--- src/rtl/initial_try6_rx_echo.sv ---
// rtl/initial_try6_rx_echo.sv - 8N1 UART receiver that echoes each good byte back on tx
module initial_try6_rx_echo #(
   parameter int CLKS_PER_BIT = 1250,
   parameter int HALF_BIT     = 625
) (
   input  logic       clk,
   input  logic       nrst,
   input  logic       data,
   output logic       ready,
   output logic       tx,
   output logic [9:0] data_store,
   output logic [3:0] bit_count,
   output logic [1:0] state,
   output logic       busy,
   output logic       idle
);

   typedef enum logic [1:0] {
      IDLE  = 2'd0,
      START = 2'd1,
      DATA  = 2'd2,
      STOP  = 2'd3
   } rx_state_e;

   localparam logic [10:0] BIT_LAST  = 11'(CLKS_PER_BIT - 1);
   localparam logic [10:0] HALF_LAST = 11'(HALF_BIT - 1);

   logic        sync1_q, sync1_d, sync2_q, sync2_d, prev_q, prev_d;
   rx_state_e   rx_state_q, rx_state_d;
   logic [10:0] baud_q, baud_d;
   logic [3:0]  bit_count_q, bit_count_d;
   logic [9:0]  data_store_q, data_store_d;
   logic        ready_q, ready_d;
   logic        tx_q, tx_d;
   logic        busy_q, busy_d;
   logic [10:0] tx_cnt_q, tx_cnt_d;
   logic [3:0]  tx_bits_q, tx_bits_d;
   logic [8:0]  tx_shift_q, tx_shift_d;
   logic        idle_q, idle_d;

   // Synchronizer and edge history preset high so an idle line at reset is not an edge
   always_ff @(posedge clk) begin
      if (!nrst) begin
         sync1_q      <= 1'b1;
         sync2_q      <= 1'b1;
         prev_q       <= 1'b1;
         rx_state_q   <= IDLE;
         baud_q       <= '0;
         bit_count_q  <= '0;
         data_store_q <= '0;
         ready_q      <= 1'b0;
         tx_q         <= 1'b1;
         busy_q       <= 1'b0;
         tx_cnt_q     <= '0;
         tx_bits_q    <= '0;
         tx_shift_q   <= '1;
         idle_q       <= 1'b1;
      end else begin
         sync1_q      <= sync1_d;
         sync2_q      <= sync2_d;
         prev_q       <= prev_d;
         rx_state_q   <= rx_state_d;
         baud_q       <= baud_d;
         bit_count_q  <= bit_count_d;
         data_store_q <= data_store_d;
         ready_q      <= ready_d;
         tx_q         <= tx_d;
         busy_q       <= busy_d;
         tx_cnt_q     <= tx_cnt_d;
         tx_bits_q    <= tx_bits_d;
         tx_shift_q   <= tx_shift_d;
         idle_q       <= idle_d;
      end
   end

   always_comb begin
      sync1_d      = data;
      sync2_d      = sync1_q;
      prev_d       = sync2_q;
      rx_state_d   = rx_state_q;
      baud_d       = baud_q;
      bit_count_d  = bit_count_q;
      data_store_d = data_store_q;
      ready_d      = 1'b0;

      case (rx_state_q)
         IDLE: begin
            if (prev_q && !sync2_q) begin
               baud_d      = '0;
               bit_count_d = '0;
               rx_state_d  = START;
            end
         end
         START: begin
            if (baud_q == HALF_LAST) begin
               baud_d = '0;
               if (!sync2_q) begin
                  data_store_d[0] = 1'b0;
                  bit_count_d     = 4'd1;
                  rx_state_d      = DATA;
               end else begin
                  rx_state_d = IDLE;
               end
            end else begin
               baud_d = baud_q + 11'd1;
            end
         end
         DATA: begin
            if (baud_q == BIT_LAST) begin
               baud_d                    = '0;
               data_store_d[bit_count_q] = sync2_q;
               bit_count_d               = bit_count_q + 4'd1;
               if (bit_count_q == 4'd8) rx_state_d = STOP;
            end else begin
               baud_d = baud_q + 11'd1;
            end
         end
         STOP: begin
            // Leaving mid-stop-bit lets a back-to-back start edge be caught
            if (baud_q == BIT_LAST) begin
               baud_d          = '0;
               data_store_d[9] = sync2_q;
               ready_d         = sync2_q;
               bit_count_d     = '0;
               rx_state_d      = IDLE;
            end else begin
               baud_d = baud_q + 11'd1;
            end
         end
         default: rx_state_d = IDLE;
      endcase
   end

   always_comb begin
      tx_d       = tx_q;
      busy_d     = busy_q;
      tx_cnt_d   = tx_cnt_q;
      tx_bits_d  = tx_bits_q;
      tx_shift_d = tx_shift_q;

      if (busy_q) begin
         if (tx_cnt_q == BIT_LAST) begin
            tx_cnt_d = '0;
            if (tx_bits_q == 4'd9) begin
               busy_d = 1'b0;
               tx_d   = 1'b1;
            end else begin
               tx_bits_d  = tx_bits_q + 4'd1;
               tx_d       = tx_shift_q[0];
               tx_shift_d = {1'b1, tx_shift_q[8:1]};
            end
         end else begin
            tx_cnt_d = tx_cnt_q + 11'd1;
         end
      end else if (ready_q) begin
         // Shift register holds the data byte with the stop bit parked on top
         busy_d     = 1'b1;
         tx_d       = 1'b0;
         tx_cnt_d   = '0;
         tx_bits_d  = '0;
         tx_shift_d = {1'b1, data_store_q[8:1]};
      end

      idle_d = (rx_state_d == IDLE) && !busy_d;
   end

   assign ready      = ready_q;
   assign tx         = tx_q;
   assign data_store = data_store_q;
   assign bit_count  = bit_count_q;
   assign state      = rx_state_q;
   assign busy       = busy_q;
   assign idle       = idle_q;

endmodule

--- config.mk ---
export PLATFORM = sky130hd
export DESIGN_NAME = initial_try6_rx_echo
export DESIGN_NICKNAME = d
export VERILOG_FILES = /design/src/rtl/initial_try6_rx_echo.sv
export SDC_FILE = /design/constraint.sdc
export NUM_CORES = 1
export LEC_CHECK = 0
export CAP_MARGIN = 10
export CORE_MARGIN = 2
export CORE_UTILIZATION = 46
export DETAILED_ROUTE_END_ITERATION = 12
export PLACE_DENSITY = 0.68
export SYNTH_ARGS = -nofsm -noshare
export SYNTH_HDL_FRONTEND = slang
export SYNTH_SLANG_ARGS = --single-unit
--- constraint.sdc ---
create_clock -name clk -period 4.55 [get_ports clk]
set_input_delay 0.6825 -clock clk [delete_from_list [all_inputs] [get_ports clk]]
set_output_delay 0.6825 -clock clk [all_outputs]
set_load 0.03 [all_outputs]
**After elaboration in Yosys (flattened, before gate mapping)**

Cells that the tools add are included.

- Bits in latches: 0
- Input port bits: 3
- Memories: 0
- Register bits: 58
- RAM bits: 0
- Memory bits (read-only): 0
- Output and inout bits: 20

- Div/mod/pow operators: 0
- Multiply operators: 0
- Add/subtract/negate cells: 4
- Bitwise logic cells: 0
- Reduce and logical (&&, ||, !) cells: 18
- $lt $le $gt $ge: 2
- Muxes and demuxes: 45
- Shift operators: 0
- Eq/ne operators: 15

Operator list:

| cell | number |
|---|---|
| 11-bit two-way mux | 6 |
| 4-bit two-way mux | 9 |
| 9-bit two-way mux | 4 |
| 11-bit case mux with 3 select lines | 1 |
| 11-bit by 1-bit adder with 11-bit output (second input constant) | 2 |
| 11-bit equality test (second input constant) | 2 |
| 4-bit case mux with 4 select lines | 1 |
| 1-bit two-way mux | 12 |
| 2-bit two-way mux | 6 |
| 2-bit inequality test (second input constant) | 6 |
| 11-bit by 10-bit equality test with 1-bit output (second input constant) | 1 |
| 10-bit bitwise mux | 1 |
| 10-bit two-way mux | 1 |
| 3-bit AND reduction | 3 |
| 4-bit by 1-bit adder with 4-bit output (second input constant) | 2 |
| 4-bit equality test (second input constant) | 2 |
| 2-bit case mux with 4 select lines | 1 |
| 2-bit nonzero test | 3 |
| 4-bit by 5-bit < comparator with 1-bit output (second input constant) | 1 |
| 5-bit AND reduction | 1 |
| 1-bit demux with 4-bit select | 1 |
| 2-bit equality test (second input constant) | 2 |
| 4-bit by 1-bit >= comparator with 1-bit output (second input constant) | 1 |
| 2-bit zero test | 2 |
| other kinds (8) | 13 |

**Depth between registers and ports, before layout**

- Depth after elaboration: 7
- Depth in mapped cells: 9
- Depth with buffers taken out: 7

**Worst setup path after synthesis**

No wires, ideal clock.

- Path kind: reg-to-reg
- Start point: register baud_q[8]
- End point: register bit_count_q[3], in the netlist bit_count[3]
- Path buffers: 1
- Arrival time: 2.125 ns
- Slack: 2.354 ns
- Period minus slack after synthesis: 2.196 ns
- Cell stages (with the launch flop): 7
- Library setup time: 0.070 ns
- Cells stage by stage: dfxtp_1 -> or4b_4 -> buf_6 -> o41ai_4 -> nand3_2 -> or4_1 -> a21oi_1

- Longest elaborated chain between the ends: 3

RTL lines:

| what | line | RTL |
|---|---|---|
| start, declared | 30 | `logic [10:0] baud_q, baud_d;` |
| start signal, assigned | 63 | `baud_q <= baud_d;` |
| 11-bit equality test / 11-bit by 10-bit equality test with 1-bit output (equally long branches) | 109, 120, 95 |  |
| 2-bit inequality test (no line) | -- |  |
| 5-bit AND reduction (no line) * | -- |  |
| end signal, assigned | 64 | `bit_count_q <= bit_count_d;` |
| end, declared | 31 | `logic [3:0] bit_count_q, bit_count_d;` |

Every way passes the cells marked *; elsewhere a longest branch is shown, timed or not.
A chain may end at the register's enable or synchronous reset.

**Final worst setup path**

- Start point: register busy_q, in the netlist busy
- End point: output busy

RTL lines:

| what | line | RTL |
|---|---|---|
| start, declared | 35 | `logic busy_q, busy_d;` |
| start signal, assigned | 68 | `busy_q <= busy_d;` |
| end, declared | 14 | `output logic busy,` |

No word-level cell between the ends.

==> key figures <==
Logic synthesis
  – Dominant register cell in the synthesized netlist: sky130_fd_sc_hd__dfxtp_1
  – Fraction of registers with async set or reset after synthesis: 0%
  – Count of synthesis-stage warnings from yosys: 0
  – Synth Area in Simple Gates: between 20% and 30%
  – Compound-cell area share of the yosys netlist: 20.57%
  – Combinational family with the most area after synthesis: simple AND/OR/NAND/NOR gates
  – Cell types with the largest area share after synthesis: sky130_fd_sc_hd__dfxtp_1, sky130_fd_sc_hd__ha_1, sky130_fd_sc_hd__mux2i_1, sky130_fd_sc_hd__nor3_1, sky130_fd_sc_hd__o21ai_0
  – Top-area cell type share of the netlist area: 37.52%
  – Synthesized flop and latch total: 57
  – Netlist area before placement: roughly 3000 um2
  – Sequential share of the synthesized area: 37.52%
  – Unique cell type count in the Yosys netlist: 57
  – Post-synth EDFFs: 0
  – Adder-cell area share of the yosys netlist: a little over 6%
  – Mux contribution to synthesized area: between 4 and 5%
  – Post-synth top area cell: sky130_fd_sc_hd__dfxtp_1
  – Synth Area in XOR/XNOR: 0.8638%
  – Number of instances in the synthesized netlist: 342
  – Avg Synthesized Cell Area: 8.894 um2
  – Post-synthesis net count: 360

Clock network
  – TritonCTS Buffers: 9
  – H-Tree Level Count: 3
  – Clock-pin slew on the worst setup and hold paths: 0.07 ns
  – Clock root cell: sky130_fd_sc_hd__clkbuf_8
  – Buffers from clock root to sink, at most: 2
  – TritonCTS clock tree: done
  – Number of cells upsized or downsized after cts: 0
  – Post-CTS Setup Bufs: 0
  – Worst-skew pair later-pin latency: 0.33 ns
  – Count of hold buffers inserted by post-cts repair: 0
  – CTS sink count: 57

Min path
  – WHS Endpoint: prev_d$_SDFF_PN1_
  – Kind of path behind the tightest hold check: reg2reg
  – Hold Path Stages: 1
  – Worst hold start: sync1_q$_SDFF_PN1_

Setup path
  – Reg2reg path depth: 5
  – Reg-to-reg critical path endpoint: data_store[2]$_SDFFE_PN0P_
  – Critical path class: reg2out
  – Flop-to-flop setup slack: 2.05 ns
  – Max Fanout on Critical Path: 22
  – Critical path cell sequence: clkdlybuf4s50_1
  – Nature of the critical path startpoint: register
  – WP buf/inv: 1
  – Endpoint required time on the critical path: 3.87 ns
  – Endpoint kind of the worst setup timing path: primary output
  – Family with the most delay on the worst path: flip-flops
  – Cell with the largest stage delay on the worst path: sky130_fd_sc_hd__dfxtp_1
  – Startpoint of the worst register-to-register path: baud_q[2]$_SDFFE_PN0P_
  – Slowest Stage Delay on Critical Path: 0.87 ns
  – Critical Path AT: 2.02 ns

Floorplan
  – Number of top-level design ports: 23
  – Core Area: 6386 um2
  – Starting Density: 47.63%
  – Die height: 85.32 um
  – # rows: 29
  – Die outline width: between 80 and 90 um
  – Area of the die: 7279 um2

STA
  – Worst path setup slack after routing: 1.849 ns
  – Worst clock skew: between 0.005 and 0.006 ns
  – Slew Limit Fails: 0
  – Actual slew at the worst max-slew pin: roughly 1 ns
  – Remaining max-slew budget at the tightest pin: between 30% and 40%
  – Final worst-path cycle share: about three fifths
  – Unrepaired setup endpoints after global routing: no
  – Max Clock Freq: 370.2 MHz
  – Total negative setup slack: 0 ns
  – Final hold violation count: 0
  – Final number of setup-violating endpoints: 0
  – Fin crit period: 2.701 ns

Detailed routing
  – Post-detailed-route count of antenna-violating nets: 0
  – DRT iter0 DRCs: 117
  – Detailed-route wire length per cell: 15.98 um
  – DRT Pass-1 Iters: 4
  – Vias per cell: 5.859
  – DRC violations left: 0
  – Post-Route WL: 7047 um
  – Total vias in the final route: 2584

Power and ir drop
  – Sequential power share: 43.2%
  – Power density of the placed cells: 345.8 nW/um2
  – Combinational group share of total power: a little over an eighth
  – Leakage: ~1.3 nW
  – Worst ir drop on vdd: 248.2 uV
  – Final total power: 1.210 mW
  – Switching Fraction: 26.32%
  – Net Sw Power: 0.3183 mW
  – Clock power share: 43.1%
  – Internal Power: 0.8913 mW

Outcome
  – Status: complete, no violations

Finish
  – Share of layout cells above drive strength 1: 9.615%
  – Layout Nets: between 300 and 400
  – Filler cells: roughly 590
  – Layout Area Growth over Synthesis: 15.01%
  – Final core area utilization: 54.78%
  – Final Non-Filler Cells: 441
  – Ant. Diodes: 0

Global routing
  – Pin count of the biggest net entering global routing: 32
  – Global-route usage over all layers: 20.35%
  – Initial antenna violation count: 0
  – Sum of overflow across all layers after global routing: 0
  – Number of global-route vias before repair: 2467
  – First-pass GRT wire length: approximately 12000 um

Place
  – Cell Count Post-Placement: 425
  – Final HPWL DP: 4853 um
  – Last weighted congestion value of the routability-driven placer: 0.9180
  – Worst slack at placement: 1.722 ns
  – Number of buffers inserted by port buffering: 22

Flow run
  – Max-cap viol count: 0
==> stage by stage <==
stage          area, um2  hold WS (ns)
4_1_cts             3498        0.4006
6_report            3498        0.3991
5_1_grt             3498        0.4273
2_1_floorplan       3042        0.3863
3_3_place_gp        3278        0.3942
3_5_place_dp        3278        0.3996
==> state kept, by name, indices dropped and copies added (netlist names), 2 cells and up <==
name        flops
state           2
bit_count       4
tx_bits_q       4
baud_q         11
data_store     10
tx_shift_q      8
tx_cnt_q       11
==> metal layers <==
metal  up-vias  GRT usage [%]  part of all wire, %
met3         5          6.128                  3.8
met1      1217          27.66                   49
met4         0          6.494                  1.1
met5         -              0                    0
met2        56          31.04                   46
li1       1306              -                    -
==> area by class of cell <==
class	instances	area, um2	area share (%)
Clock inverter	5	78.83	2.253
Tap cell	77	96.34	2.754
Timing Repair Buffer	25	242.7	6.938
Inverter	13	48.80	1.395
Multi-Input combinational cell	253	1749	50.00
Sequential cell	57	1141	32.62
Clock buffer	11	141.4	4.041
==> power groups by stage <==
stage               clock network, mW  logic [mW]  registers, mW
finish                          0.521       0.166          0.522
global route                    0.562       0.179          0.522
CTS                             0.536       0.167          0.521
detailed placement                  0       0.165          0.533
global placement                    0       0.163          0.533
floorplan                           0       0.109          0.543
==> kinds of logic (layout without fill, tap and decap cells) <==
kind of cell    after synthesis  count (layout)
compound gates               85              85
buf+inv                      32              54
mux                          15              15
simple gates                135             135
flops                        57              57
fa+ha+maj                    15              15
xor+xnor                      3               3
==> synth_stat cells, types with 3 or more instances <==
| master | count |
|---|---|
| sky130_fd_sc_hd__and2_1 | 5 |
| sky130_fd_sc_hd__inv_1 | 12 |
| sky130_fd_sc_hd__nand3_1 | 9 |
| sky130_fd_sc_hd__clkbuf_1 | 15 |
| sky130_fd_sc_hd__a41oi_1 | 3 |
| sky130_fd_sc_hd__a31o_2 | 3 |
| sky130_fd_sc_hd__nand4b_1 | 3 |
| sky130_fd_sc_hd__nand4_1 | 8 |
| sky130_fd_sc_hd__o211ai_1 | 4 |
| sky130_fd_sc_hd__o21ai_0 | 17 |
| sky130_fd_sc_hd__ha_1 | 15 |
| sky130_fd_sc_hd__a311oi_1 | 3 |
| sky130_fd_sc_hd__dfxtp_1 | 57 |
| sky130_fd_sc_hd__a31oi_1 | 9 |
| sky130_fd_sc_hd__nand2_1 | 19 |
| sky130_fd_sc_hd__a21oi_1 | 13 |
| sky130_fd_sc_hd__nand2b_1 | 11 |
| sky130_fd_sc_hd__nor2_1 | 22 |
| sky130_fd_sc_hd__nor2b_1 | 3 |
| sky130_fd_sc_hd__o22ai_1 | 3 |
| sky130_fd_sc_hd__and3_1 | 12 |
| sky130_fd_sc_hd__o31ai_1 | 4 |
| sky130_fd_sc_hd__a21o_1 | 4 |
| sky130_fd_sc_hd__mux2i_1 | 15 |
| sky130_fd_sc_hd__nor3_1 | 17 |
| sky130_fd_sc_hd__a211oi_1 | 6 |
| sky130_fd_sc_hd__nor4_1 | 6 |
| sky130_fd_sc_hd__o211a_1 | 6 |
| sky130_fd_sc_hd__buf_6 | 3 |
==> how the worst max path moves through the flow <==
stage / start / endpoint / cells after the start / slack [ns]
2_1_floorplan: baud_q[8]$_SDFFE_PN0P_ / bit_count[3]$_SDFFE_PN0P_ / 6 / 2.35
6_report: busy$_SDFF_PN0_ / busy / 1 / 1.85
5_1_grt: busy$_SDFF_PN0_ / busy / 1 / 1.75
3_5_place_dp: nrst / idle$_SDFF_PN1_ / 6 / 1.72
4_1_cts: busy$_SDFF_PN0_ / busy / 1 / 1.84
3_3_place_gp: nrst / idle$_SDFF_PN1_ / 6 / 1.80
==> layout by cell type, fill, tap and decap left out, types with 3 or more instances in the layout <==
master	Yosys	routed
sky130_fd_sc_hd__a211oi_1	6	6
sky130_fd_sc_hd__a21o_1	4	4
sky130_fd_sc_hd__a21oi_1	13	13
sky130_fd_sc_hd__a311oi_1	3	3
sky130_fd_sc_hd__a31o_2	3	3
sky130_fd_sc_hd__a31oi_1	9	9
sky130_fd_sc_hd__a41oi_1	3	3
sky130_fd_sc_hd__and2_1	5	5
sky130_fd_sc_hd__and3_1	12	12
sky130_fd_sc_hd__buf_4	0	3
sky130_fd_sc_hd__clkbuf_8	0	10
sky130_fd_sc_hd__clkdlybuf4s50_1	0	22
sky130_fd_sc_hd__dfxtp_1	57	57
sky130_fd_sc_hd__ha_1	15	15
sky130_fd_sc_hd__inv_1	12	12
sky130_fd_sc_hd__mux2i_1	15	15
sky130_fd_sc_hd__nand2_1	19	19
sky130_fd_sc_hd__nand2b_1	11	11
sky130_fd_sc_hd__nand3_1	9	9
sky130_fd_sc_hd__nand4_1	8	8
sky130_fd_sc_hd__nand4b_1	3	3
sky130_fd_sc_hd__nor2_1	22	22
sky130_fd_sc_hd__nor2b_1	3	3
sky130_fd_sc_hd__nor3_1	17	17
sky130_fd_sc_hd__nor4_1	6	6
sky130_fd_sc_hd__o211a_1	6	6
sky130_fd_sc_hd__o211ai_1	4	4
sky130_fd_sc_hd__o21ai_0	17	17
sky130_fd_sc_hd__o22ai_1	3	3
sky130_fd_sc_hd__o31ai_1	4	4
Power figures use the tool's default switching activity.
